<file path="src/rtl/lr_pkg.sv">
// Shared definitions for the linear-regression front end: field width,
// feature capacity, word-width helper and the receiver state encoding.
package lr_pkg;

  // Every value in a data point (target or feature) is a 16-bit field.
  localparam int FIELD_W = 16;

  // Feature capacity the stored buffer word is sized for.
  localparam int MAX_FEATURES = 7;

  // Width of one data point holding n features plus the target y.
  function automatic int data_width(input int n);
    return FIELD_W * (n + 1);
  endfunction

  // Receiver progress: still collecting points, or the full set is captured.
  typedef enum logic {
    RECV = 1'b0,
    DONE = 1'b1
  } rx_state_e;

endpackage

</file>
<file path="src/rtl/sipo_shift.sv">
// Serial-in / parallel-out shifter, MSB first.
// The parallel output `word` always includes the bit currently on ser_in,
// so a complete W-bit word is available on the same edge that samples its
// last bit. Only W-1 bits need storage for that reason.
module sipo_shift #(
  parameter int W = 112
) (
  input  logic         CLK,
  input  logic         RST,
  input  logic         clr,
  input  logic         en,
  input  logic         ser_in,
  output logic [W-1:0] word
);

  logic [W-2:0] sr;

  // The incoming bit is the LSB of the word being assembled.
  assign word = {sr, ser_in};

  // Shift one bit per enabled edge; clear once a word has been taken.
  always_ff @(posedge CLK or posedge RST) begin
    if (RST) begin
      sr <= '0;
    end else if (clr) begin
      sr <= '0;
    end else if (en) begin
      sr <= word[W-2:0];
    end
  end

endmodule

</file>
<file path="src/rtl/serial_dp_receiver.sv">
// Serial data-point receiver for the LR front end.
// Deserialises NUM_DP points of NUM_DATA_WIDTH bits each (MSB first, no
// framing: the first edge after reset release carries the MSB of point 0),
// stores them in a small buffer and raises a sticky `done` once every point
// is captured. The compute core reads points back through rd_addr/rd_data.
//
// Output signalling: word_valid is a single-cycle qualifier with no ready
// back-pressure. word_data/word_addr are meaningful only in the cycle
// word_valid is 1; the consumer must take them in that cycle.
module serial_dp_receiver #(
  parameter int ADDR_WIDTH     = 3,
  parameter int MAX_FEATURES   = lr_pkg::MAX_FEATURES,
  parameter int MAX_DATA_WIDTH = lr_pkg::data_width(MAX_FEATURES),
  parameter int NUM_FEATURES   = 6,
  parameter int NUM_DATA_WIDTH = lr_pkg::data_width(NUM_FEATURES),
  parameter int NUM_DP         = 6
) (
  input  logic                      CLK,
  input  logic                      RST,
  input  logic                      ser,
  output logic                      done,
  output logic                      word_valid,
  output logic [MAX_DATA_WIDTH-1:0] word_data,
  output logic [ADDR_WIDTH-1:0]     word_addr,
  input  logic [ADDR_WIDTH-1:0]     rd_addr,
  output logic [MAX_DATA_WIDTH-1:0] rd_data
);

  import lr_pkg::*;

  localparam int DEPTH = 1 << ADDR_WIDTH;
  localparam int CNT_W = $clog2(NUM_DATA_WIDTH);
  localparam logic [CNT_W-1:0]      CNT_LAST  = CNT_W'(NUM_DATA_WIDTH - 1);
  localparam logic [ADDR_WIDTH-1:0] LAST_ADDR = ADDR_WIDTH'(NUM_DP - 1);

  // Receiver state; a plain named register so checkers can bind to it.
  rx_state_e                     state;
  logic [CNT_W-1:0]              bit_cnt;
  logic [ADDR_WIDTH-1:0]         wr_addr;
  logic [DEPTH-1:0]              written;
  logic [NUM_DATA_WIDTH-1:0]     word_next;
  logic [MAX_DATA_WIDTH-1:0]     word_ext;
  logic                          capture;
  logic                          shift_en;
  logic                          rd_in_range;
  logic [MAX_DATA_WIDTH-1:0]     mem [DEPTH];

  // bit_cnt counts down to zero across a point; zero marks its last bit.
  assign capture  = (state == RECV) && (bit_cnt == '0);
  assign shift_en = (state == RECV) && (bit_cnt != '0);

  // Stored words are zero-extended to the full buffer width.
  assign word_ext = MAX_DATA_WIDTH'(word_next);

  // Addresses past the last point never hold data.
  assign rd_in_range = 32'(rd_addr) < NUM_DP;

  sipo_shift #(
    .W (NUM_DATA_WIDTH)
  ) u_sipo (
    .CLK    (CLK),
    .RST    (RST),
    .clr    (capture),
    .en     (shift_en),
    .ser_in (ser),
    .word   (word_next)
  );

  // Receive FSM: bit/point counters, completion outputs and the written map.
  always_ff @(posedge CLK or posedge RST) begin
    if (RST) begin
      state      <= RECV;
      bit_cnt    <= CNT_LAST;
      wr_addr    <= '0;
      written    <= '0;
      done       <= 1'b0;
      word_valid <= 1'b0;
      word_data  <= '0;
      word_addr  <= '0;
    end else begin
      word_valid <= 1'b0;
      case (state)
        RECV: begin
          if (bit_cnt != '0) begin
            bit_cnt <= bit_cnt - CNT_W'(1);
          end else begin
            word_data        <= word_ext;
            word_addr        <= wr_addr;
            word_valid       <= 1'b1;
            written[wr_addr] <= 1'b1;
            bit_cnt          <= CNT_LAST;
            wr_addr          <= wr_addr + ADDR_WIDTH'(1);
            if (wr_addr == LAST_ADDR) begin
              state <= DONE;
              done  <= 1'b1;
            end
          end
        end
        DONE: begin
          // Serial input is ignored; everything holds until reset.
          done <= 1'b1;
        end
        default: begin
          state <= RECV;
        end
      endcase
    end
  end

  // Point buffer write: one word per completed point.
  always_ff @(posedge CLK) begin
    if (capture) begin
      mem[wr_addr] <= word_ext;
    end
  end

  // Registered read port; unwritten or out-of-range slots read as zero and
  // a same-edge write is not forwarded (the old contents are returned).
  always_ff @(posedge CLK or posedge RST) begin
    if (RST) begin
      rd_data <= '0;
    end else if (rd_in_range && written[rd_addr]) begin
      rd_data <= mem[rd_addr];
    end else begin
      rd_data <= '0;
    end
  end

endmodule
</file>
<file path="config.mk">
export PLATFORM = sky130hd
export DESIGN_NAME = serial_dp_receiver
export DESIGN_NICKNAME = d
export VERILOG_FILES = /design/src/rtl/lr_pkg.sv /design/src/rtl/sipo_shift.sv /design/src/rtl/serial_dp_receiver.sv
export SDC_FILE = /design/constraint.sdc
export NUM_CORES = 1
export LEC_CHECK = 0
export ABC_AREA = 1
export BUFFER_PORTS_ARGS = -buffer_cell sky130_fd_sc_hd__buf_2
export CORE_MARGIN = 2
export CORE_UTILIZATION = 35
export CTS_CLUSTER_DIAMETER = 40
export DETAILED_ROUTE_END_ITERATION = 10
export PLACE_DENSITY_LB_ADDON = 0.08
export SETUP_SLACK_MARGIN = 0.05
export SKIP_LAST_GASP = 1
export SLEW_MARGIN = 0
export SYNTH_ARGS = -nofsm -noshare
export SYNTH_HDL_FRONTEND = slang
export SYNTH_HIERARCHICAL = 1
export SYNTH_SLANG_ARGS = --single-unit
</file>
<file path="constraint.sdc">
create_clock -name CLK -period 21.5 [get_ports CLK]
set_input_delay 2.15 -clock CLK [delete_from_list [all_inputs] [get_ports CLK]]
set_output_delay 2.15 -clock CLK [all_outputs]
set_load 0.01 [all_outputs]
</file>
Word-level counts from Yosys, hierarchy flattened

Memory sizes are Yosys's and may differ from the RTL's.
Index checks and enable logic that the tools add are counted.

Output and inout port bits: 261
Flip-flop bits (word level): 375
Memories kept: 1
Word-level logic and storage cells: 50
RAM bits: 896
Input bits: 6

Memory list:

| name | depth | width | rd ports | clocked after Yosys merged registers in | write ports | RTL line                 | RTL |
|---|---|---|---|---|---|---|---|
| mem  | 8     | 112   | 1        | 0                                       | 1           | serial_dp_receiver.sv:46 | `logic [MAX_DATA_WIDTH-1:0] mem [DEPTH];` |

Multiplexer cells: 18
Equal/unequal tests: 3
Bitwise gates (word level): 3
Reduce and logical (&&, ||, !) cells: 9
Magnitude comparators: 4
Add/sub/neg operators: 2

Operator list:

| operator                                                                             | count |
|---|---|
| 111-bit two-way mux                                                                  | 2 |
| 128-bit two-way mux                                                                  | 1 |
| 1-bit two-way mux                                                                    | 11 |
| 3-bit by 4-bit less-than comparator with 1-bit output (second input constant)        | 2 |
| 8-bit bitwise OR                                                                     | 1 |
| 7-bit zero test                                                                      | 1 |
| 7-bit two-way mux                                                                    | 1 |
| 7-bit nonzero test                                                                   | 1 |
| 7-bit by 1-bit subtractor with 7-bit output (second input constant)                  | 1 |
| 1-bit logical AND                                                                    | 4 |
| 2-bit AND reduction                                                                  | 2 |
| 3-bit by 1-bit adder with 3-bit output (second input constant)                       | 1 |
| 1-bit binary-select mux with 3-bit select                                            | 1 |
| 1-bit demux with 3-bit select                                                        | 1 |
| 3-bit == test (second input constant)                                                | 1 |
| 3-bit by 1-bit greater-or-equal comparator with 1-bit output (second input constant) | 1 |
| 3-bit less-than comparator (second input constant)                                   | 1 |
| 2-bit by 1-bit inequality test with 1-bit output (second input constant)             | 1 |
| 2-bit inequality test (second input constant)                                        | 1 |
| 1-bit inverter                                                                       | 2 |
| 1-bit case mux with 2 select lines                                                   | 1 |
| 2-bit nonzero test                                                                   | 1 |

Depth between registers and ports, before layout

Depth in word-level cells: 5
Depth in mapped cells: 12
Gate-level depth less buffers: 9

Hierarchy

Netlist, hierarchy kept.

Modules (own cells, without submodules):

| module             | area each (um^2) | cells an instance | instances | sequential area each (um^2) |
|---|---|---|---|---|
| serial_dp_receiver | 46195.6          | 4290              | 1         | 33069.2 |
| sipo_shift         | 4365.4           | 484               | 1         | 2777.7 |

Worst setup path after synthesis

OpenSTA, ideal clock, no wires.

Kind: flip-flop to flip-flop
Start point: reg bit_cnt[0]
End point: mem mem[0][0] in the netlist's numbering, enable pin
Period minus slack after synthesis: 6304 ps
Stages on the path, launching flop included: 7
Buffers on the path: 0
Slack: 15196 ps
Required time: 20915 ps
Data arrival time: 5719 ps
Library setup time: 585 ps
Cell sequence: dfstp_2 -> inv_1 -> ha_1 -> nand2_1 -> nor2_4 -> nand3b_1 -> nor2_1

Longest elaborated chain between the ends: 4

RTL lines:

| element                                 | RTL line                  | RTL |
|---|---|---|
| from (decl)                             | serial_dp_receiver.sv:38  | `logic [CNT_W-1:0] bit_cnt;` |
| from (signal assigned)                  | serial_dp_receiver.sv:85  | `bit_cnt <= bit_cnt - CNT_W'(1);` |
| 7-bit zero test                         | serial_dp_receiver.sv:49  | `assign capture = (state == RECV) && (bit_cnt == '0);` |
| 1-bit logical AND                       | serial_dp_receiver.sv:49  |  |
| 1-bit two-way mux                       | serial_dp_receiver.sv:112 | `if (capture) begin` |
| 1-bit two-way mux (implied by the code) | serial_dp_receiver.sv:113 | `mem[wr_addr] <= word_ext;` |
| to (decl)                               | serial_dp_receiver.sv:46  |  |

Every way passes these cells.

Final worst setup path

Start point: in rd_addr[0]
End point: reg rd_data[109]

Longest elaborated chain between the ends: 4
Elaborated cells between the ends (all ways): 6
Classes of those cells: 1 x order compare; 3 x mux; 1 x reduce/logical; 1 x memory

RTL lines:

| element                                   | RTL line                  | RTL |
|---|---|---|
| from (decl)                               | serial_dp_receiver.sv:25  | `input logic [ADDR_WIDTH-1:0] rd_addr,` |
| 1-bit binary-select mux with 3-bit select | serial_dp_receiver.sv:122 | `end else if (rd_in_range && written[rd_addr]) begin` |
| 1-bit two-way mux (implied by the code)   | serial_dp_receiver.sv:122 |  |
| 1-bit logical AND                         | serial_dp_receiver.sv:122 |  |
| 128-bit two-way mux *                     | serial_dp_receiver.sv:122 |  |
| to (signal assigned)                      | serial_dp_receiver.sv:123 | `rd_data <= mem[rd_addr];` |
| to (decl)                                 | serial_dp_receiver.sv:26  | `output logic [MAX_DATA_WIDTH-1:0] rd_data` |

Mark *: on every way between the ends. The rest lies on a longest branch, timed or not. The select of a mux whose other input is x is not followed.
A chain may end at the register's enable or synchronous reset.

==> run summary <==
Final setup fails = 0
Flop pwr share = 41.9%
Vias in the first global route = 33221
Die Y-Extent = 384 um
Post-CTS Hold Fix Bufs = 0
Largest fanout on the critical path = 74
Sw Share = 22.0%
Routed vias/inst = 4.61
Leading cell types by count after synthesis = 1933 x nand2_1, 896 x edfxtp_1, 678 x nand3_1
Asr flop ratio synth = 28.5%
Clock buffer depth = 3
Total negative slack = 0 ns
Combinational Power Share = 3.2%
DPL Wire Length = 69800 um
GRT overflow = 0
Leading post-synthesis cells by cell area = edfxtp_1 53%, dfrtp_1 17%, nand2_1 14%
Slew margin rel. = 23.4%
Post-CTS setup buffers = 0
Worst EP required = 22.18 ns
Final Max Tran Viols = 0
# IOs = 267
Pwr Total = 6.25 mW
Initial antenna violation count = 2
Pre-antenna DRT Iters = 7
CTS tree = yes
Highest clock rate = 180 MHz
Iteration-0 DRC Markers = 2013
GRT Overall Usage = 19.3%
Fin cells = 7102
Distinct cells, synth = 24
Top FF cell, synth = edfxtp_1
Yosys warns = 6
Int Power = 4.87 mW
Part of the Yosys area used for sequential elements = 70.9%
Drt wl/cell = 20.0 um
Synthesized area = 0.0506 mm^2
Max stage delay on crit path = 0.81 ns
Via count = 32768
Worst EP arrival = 6.24 ns
Nets@finish = 5025
PD cells = 103 mW/mm^2
Crit-path slowest cell = buf_4
Status = completed
Filler Cell Count = 13799
Antenna-violating nets left = 0
Top Metal Used = met4
Post-Route WL = 142000 um
Total placed cells including tap cells = 6713
GPL Wtd Cong = 0.724
CTS resizes = 0
Max H-tree Level = 4
Fraction of layout cells with a size suffix above 1 = 13.0%
# DRC = 0
WL met3 = 6110 um
Hold/Removal Path Class = flip-flop to flip-flop
Max-Cap Viols = 0
Ordered cell list for the critical path = buf_8 -> buf_4 -> buf_4 -> buf_4 -> buf_4 -> nand2_1 -> nand3_1 -> nand2_1 -> nand2_1 -> nand2_1 -> nand2_1 -> inv_1
Delay-heaviest family, CP = buffers and inverters
Clock insertion delay at the later pin of the skew report = 0.80 ns
Peak VDD IR = 0.0516 mV
RSZ-0062 raised after global routing = no
Top cell type's share of synthesized area = 53.2%
Number of synthesized flops with an enable pin = 896
#FFs+latches synth = 1253
Yosys top cell by area = edfxtp_1
Final Hold Viols = 0
P&R area growth vs syn = 19.7%
Initial Utilization = 35.2%
Horiz. Die Dim = 384 um
Final Skew = 0.0238 ns
M1 WL = 66200 um
Number of CTS-inserted buffers = 203
Min cycle time layout = 5.56 ns
Actual slew at the worst max-slew pin = 1.15 ns
CTS root buffer = clkbuf_16
Die Area = 0.148 mm^2
Clock share of power = 54.8%
Placeable Area = 0.143 mm^2
CP bufs+invs = 6
Cells after Synth = 4774
Startpoint types = input port
Most frequent cell after synthesis = nand2_1
Syn_area_per_cell = 10.6 um^2
Largest net degree at the start of global routing = 172
Crit path top cell by count = nand2_1
TritonCTS Sinks = 1253
Clock slew at reported path FFs = 0.05 ns
Core Rows = 139
Met2 WL = 66900 um
Worst Setup Path Type = input port to flip-flop
Static leakage = 28.2 nW
PortBufs = 234
P_sw = 1.38 mW
First-pass GRT wire length = 213000 um
Crit path capture type = flip-flop
Final period utilization = 25.9%
registers in the layout, indices dropped and copies added, names as in the netlist:
register	cells
done	1
state	1
word_data	112
written	6
u_sipo/sr	111
bit_cnt	7
mem	896
wr_addr	3
word_valid	1
rd_data	112
word_addr	3
power groups by stage:
stage	Clock (mW)	Sequential, mW	Combinational [mW]
after floorplan	0	2.66	0.138
after global placement	0	2.67	0.208
after detailed placement	0	2.67	0.208
after CTS	3.50	2.62	0.209
after global routing	3.61	2.62	0.232
final	3.43	2.62	0.202
metrics by stage:
| stage | hold slack [ns] | area (um^2) | worst slack [ns] | util, % |
|---|---|---|---|---|
| after global routing | 0.485 | 60500 | 15.60 | 42.2 |
| after detailed placement | 0.446 | 53200 | 15.11 | 37.1 |
| after global placement | 0.446 | 53200 | 15.16 | 37.1 |
| after CTS | 0.456 | 60500 | 15.97 | 42.2 |
| after floorplan | 0.428 | 50700 | 12.60 | - |
| final | 0.451 | 60500 | 15.94 | 42.2 |
cell families after synthesis:
family                     count (synthesis)  synth area share [%]
buffers and inverters                    864                  7.48
xor gates and xnor gates                   3                0.0520
other                                      1               0.00742
DFF                                     1253                  70.9
and+or+nand+nor                         2636                  21.3
adders and majority gates                  4                0.0990
AOI/OAI and AO/OA                         13                 0.148
metal layers:
layer | global-route usage [%] | vias up
li1 | - | 15800
met4 | 5.09 | 0
met3 | 3.21 | 172
met1 | 26.9 | 16147
met5 | 0 | -
met2 | 31.5 | 649
worst min-delay path, cell delays in order, from the launching register on:
cell and delay, ns:
dfrtp_1 0.31, inv_1 0.04, o21ai_0 0.06
cell type report:
cell class / instances / area, um^2 / area share [%]
clock buffer: 247 / 5670 / 9.37
clock inverter: 141 / 1630 / 2.70
sequential: 1253 / 35800 / 59.2
inverter: 585 / 2240 / 3.69
tap: 1903 / 2380 / 3.93
antenna: 1 / 2.50 / 0.00413
timing repair buffer: 284 / 1620 / 2.67
multi-input combinational: 2688 / 11100 / 18.4
final timing paths:
path / start / to / slack (ns) / cells after the start
setup / recovery: rd_addr[0] / rd_data[109] / 15.94 / 12
hold reg to reg: written[0] / written[0] / 0.45 / 2
setup reg to reg: bit_cnt[0] / mem[0][63] / 16.96 / 8
max in group asynchronous: RST / rd_data[111] / 18.53 / 3
hold / removal: written[0] / written[0] / 0.45 / 2
min in group asynchronous: RST / word_data[54] / 1.50 / 2
cell usage in the layout, fill, tap and decap left out, types with 6 or more instances in the layout:
cell,n
clkinv_2,34
edfxtp_1,896
nor2_1,8
dfrtp_1,351
clkinvlp_4,26
bufinv_16,28
inv_6,23
buf_4,47
inv_1,573
nand2_1,1932
dfstp_2,6
conb_1,32
nand3_1,678
clkinv_4,21
clkbuf_1,17
nor2_4,11
clkbuf_8,14
buf_2,231
clkinv_1,10
o21ai_0,9
clkbuf_16,217
(Power assumes the default switching activity.)
